### config.mk
export PLATFORM = sky130hd
export DESIGN_NAME = atm_input_conditioner
export DESIGN_NICKNAME = d
export VERILOG_FILES = /design/src/rtl/atm_input_conditioner.sv
export SDC_FILE = /design/constraint.sdc
export NUM_CORES = 1
export LEC_CHECK = 0
export CAP_MARGIN = 10
export CELL_PAD_IN_SITES_DETAIL_PLACEMENT = 2
export CELL_PAD_IN_SITES_GLOBAL_PLACEMENT = 2
export CORE_MARGIN = 3
export CORE_UTILIZATION = 35
export DETAILED_ROUTE_END_ITERATION = 6
export PLACE_DENSITY_LB_ADDON = 0.05
export SYNTH_ARGS = -nofsm -noshare
export SYNTH_HDL_FRONTEND = slang
export SYNTH_SLANG_ARGS = --single-unit
### constraint.sdc
create_clock -name clk -period 7.7 [get_ports clk]
set_input_delay 1.925 -clock clk [delete_from_list [all_inputs] [get_ports clk]]
set_output_delay 1.925 -clock clk [all_outputs]
set_load 0.01 [all_outputs]
### src/rtl/atm_input_conditioner.sv
// Front-end conditioner for the ATM panel: synchronises and debounces the
// confirm button (with post-press lockout) and the 12-bit switch bank.
module atm_input_conditioner #(
    parameter int unsigned DB_CYCLES      = 500000,
    parameter int unsigned LOCKOUT_CYCLES = 2000000
) (
    input  logic        clk,
    input  logic        rst,
    input  logic        btn_confirm_raw,
    input  logic [11:0] sw_raw,
    output logic        confirm_pulse,
    output logic        btn_held,
    output logic [1:0]  sw_card,
    output logic [2:0]  sw_menu,
    output logic [3:0]  sw_deposit,
    output logic [2:0]  sw_withdraw,
    output logic        sw_changed
);

    localparam int unsigned CW = 24;
    localparam logic [CW-1:0] DB_LIM = CW'(DB_CYCLES);
    localparam int unsigned LW = (LOCKOUT_CYCLES > 0) ? $clog2(LOCKOUT_CYCLES + 1) : 1;
    localparam logic [LW-1:0] LOCKOUT_LIM = LW'(LOCKOUT_CYCLES);

    typedef enum logic [2:0] {
        INIT,
        IDLE,
        PRESS_WAIT,
        PRESSED,
        RELEASE_WAIT
    } btn_state_t;

    logic          btn_s1, btn_s2;
    logic [11:0]   sw_s1, sw_s2;

    btn_state_t    state, state_nxt;
    logic [CW-1:0] cnt, cnt_nxt, cnt_inc;
    logic          press_acc;
    logic [LW-1:0] lockout;
    logic          pulse_fire;

    logic [11:0]   sw_cand, sw_cand_nxt, sw_word;
    logic [CW-1:0] sw_cnt, sw_cnt_nxt, sw_cnt_inc;
    logic          sw_commit;

    always_ff @(posedge clk or negedge rst) begin
        if (!rst) begin
            btn_s1 <= 1'b0;
            btn_s2 <= 1'b0;
            sw_s1  <= '0;
            sw_s2  <= '0;
        end else begin
            btn_s1 <= btn_confirm_raw;
            btn_s2 <= btn_s1;
            sw_s1  <= sw_raw;
            sw_s2  <= sw_s1;
        end
    end

    assign cnt_inc    = (cnt == '1) ? cnt : cnt + 1'b1;
    assign sw_cnt_inc = (sw_cnt == '1) ? sw_cnt : sw_cnt + 1'b1;

    // The transition that enters a wait state restarts the count, so each
    // wait needs DB_CYCLES further stable samples before it resolves.
    always_comb begin
        state_nxt = state;
        cnt_nxt   = cnt;
        press_acc = 1'b0;
        unique case (state)
            INIT: begin
                if (btn_s2) begin
                    cnt_nxt = '0;
                end else if (cnt_inc >= DB_LIM) begin
                    state_nxt = IDLE;
                    cnt_nxt   = '0;
                end else begin
                    cnt_nxt = cnt_inc;
                end
            end
            IDLE: begin
                if (btn_s2) begin
                    state_nxt = PRESS_WAIT;
                    cnt_nxt   = '0;
                end
            end
            PRESS_WAIT: begin
                if (!btn_s2) begin
                    state_nxt = IDLE;
                    cnt_nxt   = '0;
                end else if (cnt_inc >= DB_LIM) begin
                    state_nxt = PRESSED;
                    cnt_nxt   = '0;
                    press_acc = 1'b1;
                end else begin
                    cnt_nxt = cnt_inc;
                end
            end
            PRESSED: begin
                if (!btn_s2) begin
                    state_nxt = RELEASE_WAIT;
                    cnt_nxt   = '0;
                end
            end
            RELEASE_WAIT: begin
                if (btn_s2) begin
                    state_nxt = PRESSED;
                    cnt_nxt   = '0;
                end else if (cnt_inc >= DB_LIM) begin
                    state_nxt = IDLE;
                    cnt_nxt   = '0;
                end else begin
                    cnt_nxt = cnt_inc;
                end
            end
            default: begin
                state_nxt = INIT;
                cnt_nxt   = '0;
            end
        endcase
    end

    assign pulse_fire = press_acc && (lockout == '0);

    always_ff @(posedge clk or negedge rst) begin
        if (!rst) begin
            state         <= INIT;
            cnt           <= '0;
            lockout       <= '0;
            confirm_pulse <= 1'b0;
        end else begin
            state         <= state_nxt;
            cnt           <= cnt_nxt;
            confirm_pulse <= pulse_fire;
            if (pulse_fire) begin
                lockout <= LOCKOUT_LIM;
            end else if (lockout != '0) begin
                lockout <= lockout - 1'b1;
            end
        end
    end

    assign btn_held = (state == PRESSED) || (state == RELEASE_WAIT);

    always_comb begin
        sw_cand_nxt = sw_cand;
        sw_cnt_nxt  = sw_cnt;
        sw_commit   = 1'b0;
        if (sw_s2 != sw_cand) begin
            sw_cand_nxt = sw_s2;
            sw_cnt_nxt  = '0;
        end else if (sw_cand == sw_word) begin
            sw_cnt_nxt = '0;
        end else if (sw_cnt_inc >= DB_LIM) begin
            sw_commit  = 1'b1;
            sw_cnt_nxt = '0;
        end else begin
            sw_cnt_nxt = sw_cnt_inc;
        end
    end

    always_ff @(posedge clk or negedge rst) begin
        if (!rst) begin
            sw_cand    <= '0;
            sw_cnt     <= '0;
            sw_word    <= '0;
            sw_changed <= 1'b0;
        end else begin
            sw_cand    <= sw_cand_nxt;
            sw_cnt     <= sw_cnt_nxt;
            sw_changed <= sw_commit;
            if (sw_commit) begin
                sw_word <= sw_cand;
            end
        end
    end

    assign sw_card     = sw_word[1:0];
    assign sw_menu     = sw_word[4:2];
    assign sw_deposit  = sw_word[8:5];
    assign sw_withdraw = sw_word[11:9];

endmodule

---- Word-level counts from Yosys, hierarchy flattened ----
Cells that the tools add are included.
Widths: inputs -> output; s select.
cells by class
  reductions and logical operators ........ 9
  equal/unequal tests ..................... 12
  order comparisons ....................... 2
  mux-type cells .......................... 27
  add/sub/neg operators ................... 3
operators by type and width
  cell                   number
  $mux 24                10
  $pmux 24 s4            1
  $add 24x1->24 const B  2
  $eq 24x24->1 const B   2
  $ge 24x19->1 const B   2
  $mux 21                2
  $logic_not 21->1       1
  $mux 3                 7
  $reduce_bool 21->1     1
  $sub 21x1->21 const B  1
  $pmux 3 s5             1
  $eq 12x12->1           1
  $ne 12x12->1           1
  $eq 3x2->1 const B     2
  $mux 1                 6
  $ne 2x2->1 const B     3
  $reduce_and 4->1       1
  $eq 3x1->1 const B     1
  $eq 3x3->1 const B     1
  $logic_not 3->1        1
  $ne 3x3->1 const B     1
  $reduce_and 2->1       1
  $reduce_bool 2->1      1
  $reduce_or 2->1        1
  other kinds (2)        2
word-level totals
  logic and storage cells ................. 65
  register bits after elaboration ......... 124
  input port bits ......................... 15
  output and inout bits ................... 15

---- Depth between registers and ports, before layout ----
Gate-level depths: netlist of the first run.
  depth after elaboration ................. 8
  mapped depth ............................ 12
  mapped depth without buffers ............ 10

---- Least setup slack after synthesis of the first run ----
Ideal clock, no wire load.
  path type ............................... register -> register
  start ................................... reg cnt[8]
  end ..................................... reg cnt[17]
  arrival ................................. 2810 ps
  setup time .............................. 64 ps
  path slack .............................. 4826 ps
  cell stages (with the launch flop) ...... 11
  path buffers ............................ 3
  period minus slack after synthesis ...... 2874 ps
  required time ........................... 7636 ps
  cells stage by stage .................... dfrtp_1 nand4_2 or4_1 buf_2 nor3_1 mux2_2 a311o_1 buf_6 buf_6 o41ai_2 a21o_1
on the way
  longest elaborated chain between the ends .. 6
  elaborated cells on any way between the ends .. 8
  those cells by class .................... 1 x add/sub; 1 x order compare; 1 x eq/ne; 5 x mux
ends and longest elaborated chain
  item                                                  line         RTL
  from (decl)                                           37           logic [CW-1:0] cnt, cnt_nxt, cnt_inc;
  from (signal assigned)                                132          cnt <= cnt_nxt;
  $add 24x1->24 / $eq 24x24->1 (equally long branches)  60           assign cnt_inc = (cnt == '1) ? cnt : cnt + 1'b1;
  $mux 24 *                                             60
  $ge 24x19->1                                          73, 90, 108
  $mux 24 *                                             73, 90, 108
  $mux 24, on equally long branches                     71, 87
  $pmux 24 s4 *                                         69           unique case (state)
Mark *: on every way between the ends. The rest lies on a longest branch, timed or not.
A chain may end at the register's enable or synchronous reset.

---- Worst setup path after layout of the first run ----
  start ................................... reg cnt[0]
  end ..................................... reg lockout[18]
on the way
  longest elaborated chain between the ends .. 8
  elaborated cells on any way between the ends .. 10
  those cells by class .................... 1 x add/sub; 1 x order compare; 1 x eq/ne; 5 x mux; 2 x reduce/logical
ends and longest elaborated chain
  item                                                  line  RTL
  $add 24x1->24 / $eq 24x24->1 (equally long branches)  60
  $mux 24 *                                             60
  $ge 24x19->1 *                                        90    end else if (cnt_inc >= DB_LIM) begin
  $mux 1 *                                              90
  $mux 1 *                                              87    if (!btn_s2) begin
  $mux 1 *                                              69
  $logic_and 1x1->1 *                                   122   assign pulse_fire = press_acc && (lockout == '0);
  $mux 21 / $reduce_bool 2->1 (equally long branches)   n/a
  to (signal assigned)                                  137   lockout <= lockout - 1'b1;
  to (decl)                                             39    logic [LW-1:0] lockout;
Marks and branches as above.

==> tab_implementation.tex, run 1 <==
\begin{tabular}{lr}
\hline
Metric & Value \\
\hline
\multicolumn{2}{l}{\textbf{Run status}} \\
\quad Result of the run & completed \\
\multicolumn{2}{l}{\textbf{Layout}} \\
\quad Fillcell total & 1825 \\
\quad Final core utilization & 0.419 \\
\quad Relative area change from synthesis to final layout & 16.2\% \\
\quad Fraction of final layout cells sized beyond drive strength 1 & 0.112 \\
\quad Diodes inserted & 0 \\
\quad Most used cells in the layout excluding fill and tap cells & 124 x dfrtp\_1, 51 x nand2\_1, 49 x nor2\_1 \\
\quad Layout Cell Area excl Fill & 7300 um2 \\
\quad Combined flip-flop and latch cell area & 3100 um2 \\
\quad Final Net Count & 641 \\
\quad Most common library cell in the layout ignoring fill and taps & dfrtp\_1 \\
\quad Multi-input gate area & 2970 um2 \\
\multicolumn{2}{l}{\textbf{Route}} \\
\quad Total wirelength of the detailed-routed design & 16.4 mm \\
\quad Vias/cell & 5.46 \\
\quad WL/cell & 19.0 um \\
\quad DRT Pass-1 Iters & 4 \\
\quad Remaining DRCs & 0 \\
\quad Iteration-0 DRC count of the detailed router & 125 \\
\quad Via count & 4700 \\
\quad Post-route antenna net violation count & 0 \\
\multicolumn{2}{l}{\textbf{Setup path}} \\
\quad Maximum fanout count along the critical path & 15 \\
\quad Type of the setup path with the least slack & flip-flop to flip-flop \\
\quad Data required time of the critical path & 8.00 ns \\
\quad Number of buffers and inverters on the critical path & 1 \\
\quad Delay of the slowest cell on the worst path & 0.52 ns \\
\quad Cell with the biggest individual delay on the critical path & nand4\_1 \\
\quad Critical Path Start Type & flip-flop \\
\quad Gate family responsible for the most delay along the worst path & simple AND/OR/NAND/NOR gates \\
\quad Arrival @ worst endpoint & 4.30 ns \\
\quad Setup crit end kind & flip-flop \\
\quad Worst path cell trace & ha\_1 > nand4\_1 > nor3\_4 > o21ai\_1 > or3\_1 > a211oi\_2 > a21o\_1 > buf\_4 > nor2\_1 > o41ai\_1 \\
\multicolumn{2}{l}{\textbf{Clock network}} \\
\quad Max Buffers Root-to-Sink & 2 \\
\quad H-tree depth & 4 \\
\quad TritonCTS clock tree & done \\
\quad Number of buffers inserted by hold repair at cts & 0 \\
\quad Clock sink total & 124 \\
\quad Insertion delay to the later sink of the worst-skew pair & 0.42 ns \\
\quad TritonCTS Buffers & 17 \\
\quad Root Buffer Master & clkbuf\_16 \\
\quad Clock-pin slew on the worst setup and hold paths & 0.06 ns \\
\quad Setup bufs post-CTS & 0 \\
\quad Number of cells upsized or downsized after cts & 0 \\
\multicolumn{2}{l}{\textbf{STA}} \\
\quad Share of the clock period used by the worst path & 0.520 \\
\quad Number of max-slew violations in the final report & 0 \\
\quad Worst Hold Slack & 0.349 ns \\
\quad Highest clock rate & 250 MHz \\
\quad Final Setup Violations & 0 \\
\quad Post-route minimum period & 4.00 ns \\
\quad Worst-Margin Slew & 0.919 ns \\
\quad Clock Skews & 0.0132 ns \\
\quad Setup TNS & 0 ns \\
\quad Setup repair after global routing missed its margin & no \\
\quad Count of final hold-check violations & 0 \\
\quad Headroom to the max-slew limit & 0.388 \\
\multicolumn{2}{l}{\textbf{Yosys}} \\
\quad Seq cells post-synth & 124 \\
\quad Fraction of synthesis flops using an asynchronous set or reset pin & 1.00 \\
\quad Netlist cell types & 73 \\
\quad Yosys Warn Count & 0 \\
\quad Mean area per synthesized cell & 10.4 um2 \\
\quad Number of enable flip-flop cells after synthesis & 0 \\
\quad Syn Inst Count & 604 \\
\quad Leading register cell type out of synthesis & dfrtp\_1 \\
\quad Synthesized cell area & 6280 um2 \\
\quad Portion of the post-synthesis area used by sequential elements & 0.494 \\
\multicolumn{2}{l}{\textbf{Power}} \\
\quad Switching power total & 469 uW \\
\quad Combinational cell fraction of total power & 0.105 \\
\quad Sw Ratio & 0.274 \\
\quad Total power per unit cell area & 234 nW/um2 \\
\quad Leakage power of the design & 3.21 nW \\
\quad Peak supply drop & 174 uV \\
\quad Internal Dissipation & 1.24 mW \\
\quad Share of power burned in the clock network & 0.482 \\
\quad Share of power burned in registers & 0.413 \\
\multicolumn{2}{l}{\textbf{GRT}} \\
\quad Combined global-route utilization of all metal layers & 0.176 \\
\quad Vias in the first global route & 5314 \\
\quad Largest net degree at the start of global routing & 69 \\
\quad Number of antenna violations at the first check in global routing & 0 \\
\quad Gr ovfl total & 0 \\
\quad First-pass GRT wire length & 28.3 mm \\
\multicolumn{2}{l}{\textbf{Die}} \\
\quad Chip width & 140 um \\
\quad Core box area & 17400 um2 \\
\quad Die area & 19600 um2 \\
\quad Core Rows & 48 \\
\quad Initial standard-cell utilization of the core & 0.361 \\
\quad I/O Pins & 30 \\
\quad Floorplan die height & 140 um \\
\multicolumn{2}{l}{\textbf{Hold path}} \\
\quad Classification of the worst-slack hold path & flip-flop to flip-flop \\
\multicolumn{2}{l}{\textbf{Placed design}} \\
\quad Placer's final routability congestion estimate & 0.803 \\
\quad Count of port buffers added during placement & 29 \\
\quad HPWL reported at the end of detailed placement & 11.3 mm \\
\quad Placed Area & 6710 um2 \\
\multicolumn{2}{l}{\textbf{Job}} \\
\quad Number of maximum-capacitance violations & 0 \\
\hline
\end{tabular}
==> cell families after synthesis <==
kind of cell | Yosys count | share of synthesized area
AO/OA/AOI/OAI | 94 | 0.121
XOR/XNOR | 61 | 0.0850
adder cells (fa/ha/maj) | 3 | 0.00597
buffers and inverters | 48 | 0.0364
flip-flops | 124 | 0.494
multiplexers | 17 | 0.0299
other | 1 | 0.000597
AND/OR/NAND/NOR | 256 | 0.228
==> worst register-to-register path: stages, from the launching register on <==
cell and delay (ns):
dfrtp_1 0.38, ha_1 0.22, nand4_1 0.52, nor3_4 0.52, o21ai_1 0.27, or3_1 0.39, a211oi_2 0.31, a21o_1 0.41
buf_4 0.35, nor2_1 0.15, o41ai_1 0.37
==> path summary, 6_finish.rpt <==
path	depth (start not counted)	slack (ns)	startpoint	endpoint
worst max-delay path	10	3.70	cnt[0]	lockout[18]
worst min-delay path	0	0.35	sw_s1[2]	sw_s2[2]
worst max register to register	10	3.70	cnt[0]	lockout[18]
worst min register to register	0	0.35	sw_s1[2]	sw_s2[2]
max in group asynchronous	2	4.76	rst	cnt[17]
min in group asynchronous	1	1.56	rst	sw_s1[3]
==> sequential cells by signal (all words and copies together) (netlist names) <==
signal,cells
btn_s2,1
sw_changed,1
sw_cnt,24
lockout,21
confirm_pulse,1
cnt,24
btn_s1,1
state,3
sw_word,12
sw_s2,12
sw_s1,12
sw_cand,12
==> area by class of cell <==
type / count / share of cell area
Timing Repair Buffer: 32 / 0.0425
Clock buffer: 18 / 0.0601
Multi-Input combinational cell: 436 / 0.406
Tap cell: 225 / 0.0385
Inverter: 12 / 0.00617
Clock inverter: 14 / 0.0218
Sequential cell: 124 / 0.425
==> Yosys cell counts, drive strengths merged, types with 2 or more instances <==
library cell  number  share of area
dfrtp            124           0.49
nand2             51          0.030
nor2              50          0.030
xor2              40          0.056
nor4              32          0.038
clkbuf            23          0.014
nand3             22          0.018
xnor2             21          0.029
nor3              18          0.018
a21oi             14          0.011
mux2              14          0.025
nand4             14          0.015
buf               13          0.015
o21ai             13          0.012
inv               12         0.0072
o41ai             11          0.023
a21o              10          0.012
and2              10          0.010
or3               10          0.010
and3               9         0.0090
and4               6         0.0084
or4                6         0.0072
a211oi             5         0.0068
nand3b             5         0.0060
nor3b              5         0.0060
o31ai              5         0.0060
a31o               4         0.0056
nand2b             4         0.0040
nor4b              4         0.0056
o22a               4         0.0056
o31a               4         0.0058
or2                4         0.0040
a22o               3         0.0042
a31oi              3         0.0030
ha                 3         0.0060
mux2i              3         0.0048
o211ai             3         0.0036
a21boi             2         0.0024
nor2b              2         0.0020
o22ai              2         0.0030
or3b               2         0.0028
==> per-stage QoR <==
step / instances / total power [mW] / worst slack (ns)
after global routing: 861 / 1.79 / 3.31
after detailed placement: 829 / 0.902 / 3.65
after global placement: 829 / 0.895 / 3.97
after CTS: 861 / 1.74 / 3.64
after floorplan: 608 / 0.834 / 4.83
final: 861 / 1.71 / 3.70
==> layer usage <==
layer | up-vias | part of all wire | track usage
li1 | 2218 | - | -
met1 | 2428 | 0.45 | 0.223
met2 | 39 | 0.51 | 0.310
met3 | 15 | 0.022 | 0.0341
met4 | 0 | 0.012 | 0.0459
met5 | - | 0 | 0
==> power groups by stage <==
stage / clock [mW] / combinational (mW) / sequential [mW]
3_3_place_gp: 0 / 0.178 / 0.717
5_1_grt: 0.880 / 0.202 / 0.712
4_1_cts: 0.848 / 0.185 / 0.708
3_5_place_dp: 0 / 0.183 / 0.719
2_1_floorplan: 0 / 0.131 / 0.702
6_report: 0.825 / 0.180 / 0.707
Power figures use the tool's default switching activity.
==> run 2: changes to the inputs <==
==> constraint.sdc (replaced) <==
create_clock -name clk -period 3.4 [get_ports clk]
set_input_delay 0.85 -clock clk [delete_from_list [all_inputs] [get_ports clk]]
set_output_delay 0.85 -clock clk [all_outputs]
set_load 0.01 [all_outputs]
==> run 2 against run 1 <==
Sequential cell count stayed put. Critical path depth is 1 lower. Non-clock buffer count is 32 higher. Clock power is 130% higher. Critical path type unchanged. Critical endpoint is now cnt[0]. Highest routed layer unchanged.
==> tab_implementation.tex, run 2 (synthesis gave the netlist of run 1 again) <==
\begin{tabular}{lr}
\hline
Metric & Value \\
\hline
\multicolumn{2}{l}{\textbf{STA}} \\
\quad Highest clock rate & 306 MHz (was 250 MHz) \\
\quad Worst-Margin Slew & 0.957 ns (was 0.919 ns) \\
\quad Share of the clock period used by the worst path & 0.960 (was 0.520) \\
\quad Worst Hold Slack & 0.348 ns (was 0.349 ns) \\
\quad Number of max-slew violations in the final report & 0 (unchanged) \\
\quad Setup TNS & 0 ns (unchanged) \\
\quad Clock Skews & 0.00964 ns (was 0.0132 ns) \\
\quad Post-route minimum period & 3.26 ns (was 4.00 ns) \\
\quad Count of final hold-check violations & 0 (unchanged) \\
\quad Final Setup Violations & 0 (unchanged) \\
\quad Headroom to the max-slew limit & 0.359 (was 0.388) \\
\multicolumn{2}{l}{\textbf{Route}} \\
\quad Total wirelength of the detailed-routed design & 17.6 mm (was 16.4 mm) \\
\quad Vias/cell & 5.51 (was 5.46) \\
\quad Remaining DRCs & 0 (unchanged) \\
\quad Post-route antenna net violation count & 0 (unchanged) \\
\quad WL/cell & 19.7 um (was 19.0 um) \\
\quad DRT Pass-1 Iters & 4 (unchanged) \\
\quad Iteration-0 DRC count of the detailed router & 115 (was 125) \\
\quad Via count & 4925 (was 4700) \\
\multicolumn{2}{l}{\textbf{Setup path}} \\
\quad Maximum fanout count along the critical path & 21 (was 15) \\
\quad Arrival @ worst endpoint & 3.62 ns (was 4.30 ns) \\
\quad Cell with the biggest individual delay on the critical path & or4\_1 (was nand4\_1) \\
\quad Reg-to-Reg Start & cnt[5] (was cnt[0]) \\
\quad Crit. Startpoint & cnt[5] (was cnt[0]) \\
\quad Worst path cell trace & nand4\_2 > or4\_1 > nor4\_1 > xnor2\_1 > o211ai\_1 > a311o\_1 > buf\_12 > nor4\_4 > mux2\_2 (was ha\_1 > nand4\_1 > nor3\_4 > o21ai\_1 > or3\_1 > a211oi\_2 > a21o\_1 > buf\_4 > nor2\_1 > o41ai\_1) \\
\quad Data required time of the critical path & 3.75 ns (was 8.00 ns) \\
\quad Setup crit end kind & flip-flop (unchanged) \\
\quad Type of the setup path with the least slack & flip-flop to flip-flop (unchanged) \\
\quad Number of buffers and inverters on the critical path & 1 (unchanged) \\
\quad Delay of the slowest cell on the worst path & 0.73 ns (was 0.52 ns) \\
\quad Gate family responsible for the most delay along the worst path & simple AND/OR/NAND/NOR gates (unchanged) \\
\quad Critical Path Start Type & flip-flop (unchanged) \\
\multicolumn{2}{l}{\textbf{Die}} \\
\quad Die area & 19600 um2 (unchanged) \\
\quad Core Rows & 48 (unchanged) \\
\quad Floorplan die height & 140 um (unchanged) \\
\quad I/O Pins & 30 (unchanged) \\
\quad Initial standard-cell utilization of the core & 0.361 (unchanged) \\
\quad Chip width & 140 um (unchanged) \\
\quad Core box area & 17400 um2 (unchanged) \\
\multicolumn{2}{l}{\textbf{Run status}} \\
\quad Result of the run & completed (unchanged) \\
\multicolumn{2}{l}{\textbf{GRT}} \\
\quad Gr ovfl total & 0 (unchanged) \\
\quad First-pass GRT wire length & 29.4 mm (was 28.3 mm) \\
\quad Vias in the first global route & 5506 (was 5314) \\
\quad Combined global-route utilization of all metal layers & 0.186 (was 0.176) \\
\quad Largest net degree at the start of global routing & 67 (was 69) \\
\quad Number of antenna violations at the first check in global routing & 0 (unchanged) \\
\multicolumn{2}{l}{\textbf{Layout}} \\
\quad Top flop regs & cnt: 24 flops, sw\_cnt: 24 flops, lockout: 21 flops (unchanged) \\
\quad Diodes inserted & 0 (unchanged) \\
\quad Most common library cell in the layout ignoring fill and taps & dfrtp\_1 (unchanged) \\
\quad Final Net Count & 674 (was 641) \\
\quad Most used cells in the layout excluding fill and tap cells & 124 x dfrtp\_1, 51 x nand2\_1, 49 x nor2\_1 (unchanged) \\
\quad Relative area change from synthesis to final layout & 22.2\% (was 16.2\%) \\
\quad Number of cells in the finished layout apart from fillers & 894 (was 861) \\
\quad Layout Cell Area excl Fill & 7680 um2 (was 7300 um2) \\
\quad Fraction of final layout cells sized beyond drive strength 1 & 0.172 (was 0.112) \\
\multicolumn{2}{l}{\textbf{Clock network}} \\
\quad Clock-pin slew on the worst setup and hold paths & 0.06 ns (about the same) \\
\quad Insertion delay to the later sink of the worst-skew pair & 0.42 ns (about the same) \\
\quad Root Buffer Master & clkbuf\_16 (unchanged) \\
\quad TritonCTS clock tree & done (unchanged) \\
\quad Max Buffers Root-to-Sink & 2 (unchanged) \\
\quad TritonCTS Buffers & 17 (unchanged) \\
\quad Clock sink total & 124 (unchanged) \\
\quad H-tree depth & 4 (unchanged) \\
\quad Number of buffers inserted by hold repair at cts & 0 (unchanged) \\
\multicolumn{2}{l}{\textbf{Placed design}} \\
\quad Placed Instances & 852 (was 829) \\
\quad Placer's final routability congestion estimate & 0.849 (was 0.803) \\
\quad HPWL reported at the end of detailed placement & 12.0 mm (was 11.3 mm) \\
\quad Count of port buffers added during placement & 29 (unchanged) \\
\quad Placed Area & 6900 um2 (was 6710 um2) \\
\multicolumn{2}{l}{\textbf{Power}} \\
\quad Peak supply drop & 306 uV (was 174 uV) \\
\quad Total power per unit cell area & 509 nW/um2 (was 234 nW/um2) \\
\quad Leakage power of the design & 3.41 nW (was 3.21 nW) \\
\multicolumn{2}{l}{\textbf{Job}} \\
\quad Number of maximum-capacitance violations & 0 (unchanged) \\
\multicolumn{2}{l}{\textbf{Hold path}} \\
\quad Classification of the worst-slack hold path & input port to async pin (was flip-flop to flip-flop) \\
\hline
\end{tabular}
-- run 2: cell count changes in the layout (fill, tap and decap cells not counted), moves of 2 or more --
| cell | change |
|---|---|
| o41ai_2 | +2 |
| buf_12 | +2 |
| nor4_1 | -3 |
| inv_6 | -2 |
| buf_4 | +30 |
| nor4_2 | +2 |
| o41ai_1 | -2 |
| clkinv_2 | -3 |
| clkinvlp_4 | +3 |
-- run 2: path summary, 6_finish.rpt --
kind | slack [ns] | cells after the start | end
hold reg to reg | 0.35 | 0 | sw_s2[9]
min in group clk | 0.35 | 0 | sw_s2[9]
setup / recovery | 0.14 | 9 | cnt[0]
hold / removal | 0.35 | 1 | sw_s2[3]
max in group asynchronous | 2.30 | 2 | state[1]
setup reg to reg | 0.14 | 9 | cnt[0]
-- run 2: layer usage --
metal  track usage  wire length (um)  up-vias
met5             0                 0        -
met4        0.0520               280        0
met3        0.0393               399       25
met2         0.333              9240       49
met1         0.227              7720     2559
li1              -                 -     2292
-- run 2: report_power, final --
group / leakage (nW) / total, mW / switching (mW) / internal, mW
clock: 0.290 / 1.88 / 0.743 / 1.14
sequential: 1.63 / 1.60 / 0.0739 / 1.53
combinational: 1.49 / 0.427 / 0.249 / 0.178
-- run 2: worst register-to-register path, stage by stage, from the launching register on --
cell and delay (ns):
dfrtp_1 0.48, nand4_2 0.17, or4_1 0.73, nor4_1 0.30, xnor2_1 0.21, o211ai_1 0.17, a311o_1 0.35, buf_12 0.18
nor4_4 0.39, mux2_2 0.23
-- run 2: layout make-up --
class / count / area, um2
Multi-Input combinational cell: 437 / 3060
Clock buffer: 19 / 453
Timing Repair Buffer: 64 / 576
Fill cell: 1816 / 9740
Sequential cell: 124 / 3100
Tap cell: 225 / 282
Inverter: 12 / 45.0
Clock inverter: 13 / 158
-- run 2: what timing repair did --
action                                  CTS  global route
endpoints found under the setup margin    0            23
resized for setup                         0            14
buffers inserted                          0             9
-- run 2: metrics by stage --
step                       util  power (mW)  setup slack, ns
final                     0.441        3.91            0.135
after detailed placement  0.396        2.06           0.0914
after global routing      0.441        4.11          -0.0157
after floorplan               -        1.89            0.526
after global placement    0.396        2.04            0.125
after CTS                 0.431        3.97           0.0851
